**src/rtl/passcode_ctrl_pkg.sv**
```systemverilog
// Shared types and constants for the keypad passcode entry controller.
package passcode_ctrl_pkg;

    typedef enum logic [2:0] {IDLE, ENTRY, CHECK, OPEN, FAIL, LOCKOUT} state_t;

    localparam logic [3:0] KEY_CLEAR = 4'hC;
    localparam logic [3:0] KEY_ENTER = 4'hF;

    localparam int DEF_CLK_FREQ = 50_000_000;
    localparam int MS_DIV       = DEF_CLK_FREQ / 1000;

    // Clock cycles per millisecond tick for an arbitrary clock frequency.
    function automatic int ms_div(input int clk_freq);
        return clk_freq / 1000;
    endfunction

endpackage

```
**src/rtl/passcode_entry_ctrl_if.sv**
```systemverilog
// Keypad-in / status-out bundle between the keypad scanner side and the entry controller.
interface passcode_entry_ctrl_if;
    logic        key_valid;
    logic [3:0]  key_code;
    logic [15:0] password;
    logic [15:0] entry_digits;
    logic [2:0]  digit_count;
    logic        unlock;
    logic        fail_flag;
    logic        locked_out;
    logic [1:0]  attempts_left;

    modport master (
        output key_valid, key_code, password,
        input  entry_digits, digit_count, unlock, fail_flag, locked_out, attempts_left
    );

    modport slave (
        input  key_valid, key_code, password,
        output entry_digits, digit_count, unlock, fail_flag, locked_out, attempts_left
    );
endinterface

```
**src/rtl/ms_tick_gen.sv**
```systemverilog
// Free-running divider: one-cycle tick every DIV clocks, phase fixed by reset release.
module ms_tick_gen #(
    parameter int DIV = 50_000
) (
    input  logic clk,
    input  logic rst_n,
    output logic tick
);
    localparam int W = (DIV > 1) ? $clog2(DIV) : 1;
    localparam logic [W-1:0] LAST = W'(DIV - 1);

    logic [W-1:0] cnt;

    always_ff @(posedge clk or negedge rst_n) begin
        if (!rst_n)           cnt <= '0;
        else if (cnt == LAST) cnt <= '0;
        else                  cnt <= cnt + 1'b1;
    end

    assign tick = (cnt == LAST);
endmodule

```
**src/rtl/passcode_entry_ctrl.sv**
```systemverilog
// Keypad passcode sequencer: digit buffer, check, attempt/lockout and ms timers.
// Optional build macro ENTRY_MASK_EN hides entered digits as 0xE on the display output.
module passcode_entry_ctrl
    import passcode_ctrl_pkg::*;
#(
    parameter int CLK_FREQ     = 50_000_000,
    parameter int DIGITS       = 4,
    parameter int MAX_ATTEMPTS = 3,
    parameter int TIMEOUT_MS   = 5000,
    parameter int OPEN_MS      = 3000,
    parameter int FAIL_MS      = 1000,
    parameter int LOCKOUT_MS   = 10000
) (
    input logic                  clk,
    input logic                  rst_n,
    passcode_entry_ctrl_if.slave bus
);
    localparam logic [2:0] FULL    = 3'(DIGITS);
    localparam logic [1:0] ATT_MAX = 2'(MAX_ATTEMPTS);

    state_t      state_q, state_d;
    logic [15:0] buf_q, buf_d;
    logic [2:0]  cnt_q, cnt_d;
    logic [1:0]  att_q, att_d;
    logic [15:0] timer_q, lim;
    logic [15:0] disp_q, disp_d;
    logic        unlock_q, fail_q, lock_q;
    logic        tick, expire, key_restart, is_digit, is_clear, is_enter;

    ms_tick_gen #(.DIV(ms_div(CLK_FREQ))) u_tick (.clk(clk), .rst_n(rst_n), .tick(tick));

    assign is_digit = bus.key_valid && (bus.key_code <= 4'h9);
    assign is_clear = bus.key_valid && (bus.key_code == KEY_CLEAR);
    assign is_enter = bus.key_valid && (bus.key_code == KEY_ENTER);

    always_comb begin
        lim = '1;
        case (state_q)
            ENTRY:   lim = 16'(TIMEOUT_MS);
            OPEN:    lim = 16'(OPEN_MS);
            FAIL:    lim = 16'(FAIL_MS);
            LOCKOUT: lim = 16'(LOCKOUT_MS);
            default: lim = '1;
        endcase
    end

    // Expiry lands on the lim-th tick after the last timer restart.
    assign expire = tick && (timer_q >= lim - 16'd1);

    always_comb begin
        state_d     = state_q;
        buf_d       = buf_q;
        cnt_d       = cnt_q;
        att_d       = att_q;
        key_restart = 1'b0;
        case (state_q)
            IDLE: if (is_digit) begin
                buf_d   = {buf_q[11:0], bus.key_code};
                cnt_d   = 3'd1;
                state_d = ENTRY;
            end
            ENTRY: begin
                // Accepted keys take priority over a coincident timeout.
                if (is_digit && cnt_q < FULL) begin
                    buf_d       = {buf_q[11:0], bus.key_code};
                    cnt_d       = cnt_q + 3'd1;
                    key_restart = 1'b1;
                end else if (is_clear || (!is_enter && expire)) begin
                    buf_d   = '0;
                    cnt_d   = '0;
                    state_d = IDLE;
                end else if (is_enter) begin
                    state_d = CHECK;
                end
            end
            CHECK: begin
                buf_d = '0;
                cnt_d = '0;
                if (cnt_q == FULL && buf_q == bus.password) begin
                    att_d   = ATT_MAX;
                    state_d = OPEN;
                end else if (att_q <= 2'd1) begin
                    att_d   = '0;
                    state_d = LOCKOUT;
                end else begin
                    att_d   = att_q - 2'd1;
                    state_d = FAIL;
                end
            end
            OPEN:    if (expire || is_clear || is_enter) state_d = IDLE;
            FAIL:    if (expire) state_d = IDLE;
            LOCKOUT: if (expire) begin
                att_d   = ATT_MAX;
                state_d = IDLE;
            end
            default: state_d = IDLE;
        endcase
    end

    always_comb begin
        disp_d = buf_d;
`ifdef ENTRY_MASK_EN
        for (int i = 0; i < 4; i++)
            disp_d[i*4 +: 4] = (3'(i) < cnt_d) ? 4'hE : 4'h0;
`endif
    end

    always_ff @(posedge clk or negedge rst_n) begin
        if (!rst_n) begin
            state_q  <= IDLE;
            buf_q    <= '0;
            cnt_q    <= '0;
            att_q    <= ATT_MAX;
            timer_q  <= '0;
            disp_q   <= '0;
            unlock_q <= 1'b0;
            fail_q   <= 1'b0;
            lock_q   <= 1'b0;
        end else begin
            state_q  <= state_d;
            buf_q    <= buf_d;
            cnt_q    <= cnt_d;
            att_q    <= att_d;
            disp_q   <= disp_d;
            unlock_q <= (state_d == OPEN);
            fail_q   <= (state_d == FAIL);
            lock_q   <= (state_d == LOCKOUT);
            if (state_d != state_q || key_restart) timer_q <= '0;
            else if (tick && timer_q != '1)        timer_q <= timer_q + 16'd1;
        end
    end

    assign bus.entry_digits  = disp_q;
    assign bus.digit_count   = cnt_q;
    assign bus.unlock        = unlock_q;
    assign bus.fail_flag     = fail_q;
    assign bus.locked_out    = lock_q;
    assign bus.attempts_left = att_q;
endmodule

```
**src/flat_wrapper.sv**
```systemverilog
// flat-port wrapper written by rule: the top's interface ports become plain ports
module passcode_entry_ctrl_flat import passcode_ctrl_pkg::*;
#(
    parameter int CLK_FREQ     = 50_000_000,
    parameter int DIGITS       = 4,
    parameter int MAX_ATTEMPTS = 3,
    parameter int TIMEOUT_MS   = 5000,
    parameter int OPEN_MS      = 3000,
    parameter int FAIL_MS      = 1000,
    parameter int LOCKOUT_MS   = 10000
)
  (clk, rst_n, bus_key_valid, bus_key_code, bus_password, bus_entry_digits, bus_digit_count, bus_unlock, bus_fail_flag, bus_locked_out, bus_attempts_left);
  passcode_entry_ctrl_if bus_i ();
  input logic clk;
  input logic rst_n;
  input wire logic [$bits(bus_i.key_valid)-1:0] bus_key_valid;
  input wire logic [$bits(bus_i.key_code)-1:0] bus_key_code;
  input wire logic [$bits(bus_i.password)-1:0] bus_password;
  output wire logic [$bits(bus_i.entry_digits)-1:0] bus_entry_digits;
  output wire logic [$bits(bus_i.digit_count)-1:0] bus_digit_count;
  output wire logic [$bits(bus_i.unlock)-1:0] bus_unlock;
  output wire logic [$bits(bus_i.fail_flag)-1:0] bus_fail_flag;
  output wire logic [$bits(bus_i.locked_out)-1:0] bus_locked_out;
  output wire logic [$bits(bus_i.attempts_left)-1:0] bus_attempts_left;
  assign bus_i.key_valid = bus_key_valid;
  assign bus_i.key_code = bus_key_code;
  assign bus_i.password = bus_password;
  assign bus_entry_digits = bus_i.entry_digits;
  assign bus_digit_count = bus_i.digit_count;
  assign bus_unlock = bus_i.unlock;
  assign bus_fail_flag = bus_i.fail_flag;
  assign bus_locked_out = bus_i.locked_out;
  assign bus_attempts_left = bus_i.attempts_left;
  passcode_entry_ctrl #(.CLK_FREQ(CLK_FREQ), .DIGITS(DIGITS), .MAX_ATTEMPTS(MAX_ATTEMPTS), .TIMEOUT_MS(TIMEOUT_MS), .OPEN_MS(OPEN_MS), .FAIL_MS(FAIL_MS), .LOCKOUT_MS(LOCKOUT_MS)) u_core (.clk(clk), .rst_n(rst_n), .bus(bus_i));
endmodule
```
**config.mk**
```make
export PLATFORM = sky130hd
export DESIGN_NAME = passcode_entry_ctrl_flat
export DESIGN_NICKNAME = d
export VERILOG_FILES = /design/src/rtl/passcode_ctrl_pkg.sv /design/src/rtl/passcode_entry_ctrl_if.sv /design/src/rtl/ms_tick_gen.sv /design/src/rtl/passcode_entry_ctrl.sv /design/src/flat_wrapper.sv
export SDC_FILE = /design/constraint.sdc
export NUM_CORES = 1
export LEC_CHECK = 0
export BUFFER_PORTS_ARGS = -buffer_cell sky130_fd_sc_hd__buf_2
export CELL_PAD_IN_SITES_DETAIL_PLACEMENT = 1
export CELL_PAD_IN_SITES_GLOBAL_PLACEMENT = 2
export CORE_MARGIN = 1
export CORE_UTILIZATION = 39
export DETAILED_ROUTE_END_ITERATION = 16
export GPL_TIMING_DRIVEN = 0
export PLACE_DENSITY = 0.94
export SLEW_MARGIN = 20
export SYNTH_ARGS = -nofsm -noshare
export SYNTH_HDL_FRONTEND = slang
export SYNTH_SLANG_ARGS = --single-unit
```
**constraint.sdc**
```tcl
create_clock -name clk -period 5.3 [get_ports clk]
set_input_delay 0.795 -clock clk [delete_from_list [all_inputs] [get_ports clk]]
set_output_delay 0.795 -clock clk [all_outputs]
set_load 0.01 [all_outputs]
```
==> results.tsv <==
stage	metric	value	unit
status	outcome	finished clean	
worst_setup_path	FF-to-FF End	u_core.timer_q[12]	
power	Design Power	0.960	mW
worst_setup_path	FF-to-FF path depth	15	
clock_network	CTS tree	built	
drt	drt total wl	9.38	mm
sta	RSZ-0062 raised after global routing	no	
worst_setup_path	r2r startpoint	u_core.state_q[0]	
clock_network	later-pin clock latency in the skew report	0.35	ns
clock_network	Post-CTS Setup Inserts	0	
final_layout	area grow syn2layout	16.7	%
logic_synthesis	EDFF count, synth	0	
sta	clk_skew	0.0103	ns
logic_synthesis	ys flop type	dfrtp_1	
sta	final hold vios	0	
global_route	total global-route track usage	0.215	
worst_setup_path	endpoint class of the critical path	flop	
clock_network	CTS clk-pin slew, worst paths	0.08	ns
logic_synthesis	post-synthesis sequential area ratio	0.417	
clock_network	clock sinks	59	
clock_network	H-tree depth	3	
power	pwr dens	232	nW/um2
logic_synthesis	Post-Syn Area	3540	um2
worst_setup_path	Critical path buffers and inverters	3	
global_route	first-pass GRT wire length	16.4	mm
power	LEAKAGE	2.06	nW
placed_design	Placed Cells	529	
global_route	total gr overflow	0	
drt	Wirelength per Cell	17.2	um
final_layout	Layout fillers	1041	
final_layout	multi-input logic area	1940	um2
worst_setup_path	flop2flop setup slack	1.54	ns
clock_network	clock buffer depth	2	
final_layout	final instance area	4140	um2
sta	setup TNS	0	ns
floorplanning	Die X	97.3	um
floorplanning	I/O Pins	47	
global_route	initial antenna violation count	0	
sta	endpoints failing setup	0	
logic_synthesis	register bit count reported by yosys	59	
drt	number of remaining DRC errors	0	
sta	fin. max-slew vios	0	
sta	relative slew slack	0.490	
logic_synthesis	synthesized area per cell	9.45	um2
final_layout	Post-Route Utilization	0.472	
sta	Final period util	0.709	
worst_setup_path	critical-path maximum fanout	10	
sta	Worst Hold Slack	0.515	ns
final_layout	register area	1480	um2
drt	Post-DRT Antenna Nets	0	
placed_design	placed cell area	3910	um2
hold_path	Worst Hold Path EP	u_core.u_tick.cnt[5]	
worst_setup_path	crit path DAT	4.03	ns
floorplanning	Rows	34	
logic_synthesis	Mapped Cells	375	
drt	drt via density	5.54	
final_layout	Ant. Diodes	0	
hold_path	min-delay src	u_core.u_tick.cnt[5]	
floorplanning	Initial Utilization	0.404	
worst_setup_path	Top Family by Delay on Critical Path	buffers and inverters	
logic_synthesis	Yosys warning count	0	
drt	TritonRoute pass-1 iters	4	
placed_design	Post-Place Setup Slack	1.51	ns
clock_network	root cell of the clock tree	clkbuf_8	
placed_design	GPL Wtd Cong	0.805	
worst_setup_path	startpoint types	flop	
worst_setup_path	CP Cell Sequence	clkbuf_1 > clkbuf_1 > nand2b_1 > a21oi_1 > ha_1 > xnor2_1 > nor2_1 > ha_1 > a21oi_1 > nand2_1 > o311a_2 > nor3_1 > o221ai_2 > buf_4 > nor2_1	
placed_design	IO buf count	46	
hold_path	Worst Hold Path Cells	1	
floorplanning	core footprint	8760	um2
sta	post-layout min period	3.76	ns
job	Max Cap Violations	0	
sta	Final Worst Setup Slack	1.54	ns
logic_synthesis	Async SR Flop Fraction	1.00	
global_route	pin count of the biggest net entering global routing	60	
final_layout	layout cells sized above 1	0.176	
worst_setup_path	WP data required	5.57	ns
drt	via count	3021	
final_layout	final non-filler cell total	545	
hold_path	hold crit path type	reg2reg	
logic_synthesis	Mapped Nets	415	
logic_synthesis	synth unique cells	52	
final_layout	Final nets	472	
placed_design	HPWL Detailed	6.67	mm
drt	initial drt markers	56	
worst_setup_path	CP Class	reg2reg	
sta	Worst-Margin Slew	0.765	ns
clock_network	hold buffer count at CTS	0	
power	VDD IR max	124	uV
clock_network	Post-CTS Resized	0	
sta	Fmax	266	MHz
worst_setup_path	slowest stage cell, crit path	o311a_2	
floorplanning	die area	9470	um2
global_route	vias in the first global route	3319	
worst_setup_path	CP max stage delay	0.46	ns
clock_network	TritonCTS Buffers	9	
floorplanning	Die H	97.3	um
-- flip-flops by register name, indices dropped and copies added (netlist names) --
signal                    cells
u_core.state_q                3
u_core.u_tick.cnt            16
u_core.bus.attempts_left      2
u_core.buf_q                 16
u_core.bus.digit_count        3
u_core.timer_q               16
u_core.bus.fail_flag          1
u_core.bus.unlock             1
u_core.bus.locked_out         1
-- final cells by class --
type / count / area share
multi-input combinational: 290 / 0.470
sequential: 59 / 0.358
timing repair buffer: 46 / 0.0563
tap: 108 / 0.0327
clock buffer: 9 / 0.0299
clock inverter: 7 / 0.0245
buffer: 14 / 0.0185
inverter: 12 / 0.0109
-- worst max-delay path by stage --
stage	start	cells after the start	endpoint
6_report	u_core.state_q[0]	15	u_core.timer_q[12]
5_1_grt	u_core.state_q[0]	15	u_core.timer_q[5]
4_1_cts	u_core.state_q[0]	15	u_core.timer_q[12]
3_5_place_dp	u_core.state_q[0]	15	u_core.timer_q[12]
3_3_place_gp	u_core.state_q[0]	15	u_core.timer_q[5]
2_1_floorplan	u_core.state_q[0]	15	u_core.timer_q[10]
-- synth_stat cells, drive strengths merged (2+ instances only) --
master	n	area share
nor2b	3	0.0053
buf	6	0.013
nor3b	2	0.0042
a21oi	6	0.0085
a32o	2	0.0056
o311a	3	0.0088
nor3	15	0.027
a211oi	4	0.0085
nand2	25	0.026
a21o	15	0.032
clkbuf	8	0.0085
nand2b	4	0.0071
o41ai	3	0.0074
nor4	4	0.011
a21boi	2	0.0042
xor2	13	0.032
ha	17	0.060
or3	2	0.0035
nand3	20	0.028
dfstp	2	0.015
xnor2	34	0.084
inv	11	0.012
and4	2	0.0049
dfrtp	57	0.40
nor2	46	0.049
and2	5	0.0088
nand4	15	0.026
and3	21	0.037
o21ai	11	0.016
-- routing by layer --
layer  global-route usage  vias up  part of all wire
li1                     -     1448                 -
met1                0.279     1503              0.46
met2                0.358       54              0.49
met3               0.0338       16             0.030
met4               0.0860        0             0.019
met5                    0        -                 0
-- cells by family (layout without fill, tap and decap cells) --
logic type | Yosys count | after routing | synth area share
AND/OR/NAND/NOR | 169 | 169 | 0.254
flip-flops | 59 | 59 | 0.417
AO/OA/AOI/OAI | 56 | 56 | 0.115
XOR/XNOR | 47 | 47 | 0.116
buffers and inverters | 26 | 88 | 0.0342
adder cells (fa/ha/maj) | 17 | 17 | 0.0600
multiplexers | 1 | 1 | 0.00282
-- placed cells by master (no fill, tap or decap), types with 5 or more instances in the layout --
master / instances
xor2_1: 13
dfrtp_1: 57
clkbuf_1: 8
xnor2_1: 34
a21oi_1: 6
buf_2: 46
nor2_1: 46
inv_1: 11
clkbuf_8: 9
a21o_1: 15
nand3_1: 20
nand4_1: 15
and2_1: 5
ha_1: 17
o21ai_0: 11
nor3_1: 11
nand2_1: 25
and3_1: 21
-- power breakdown --
| group | internal, mW | leakage [nW] | total [mW] | switching (mW) |
|---|---|---|---|---|
| clock network | 0.268 | 0.106 | 0.472 | 0.204 |
| registers | 0.451 | 0.789 | 0.452 | 0.00137 |
| logic | 0.0139 | 1.17 | 0.0356 | 0.0217 |
| total | 0.733 | 2.06 | 0.960 | 0.227 |
No activity file was read; power rests on OpenSTA's default activity.
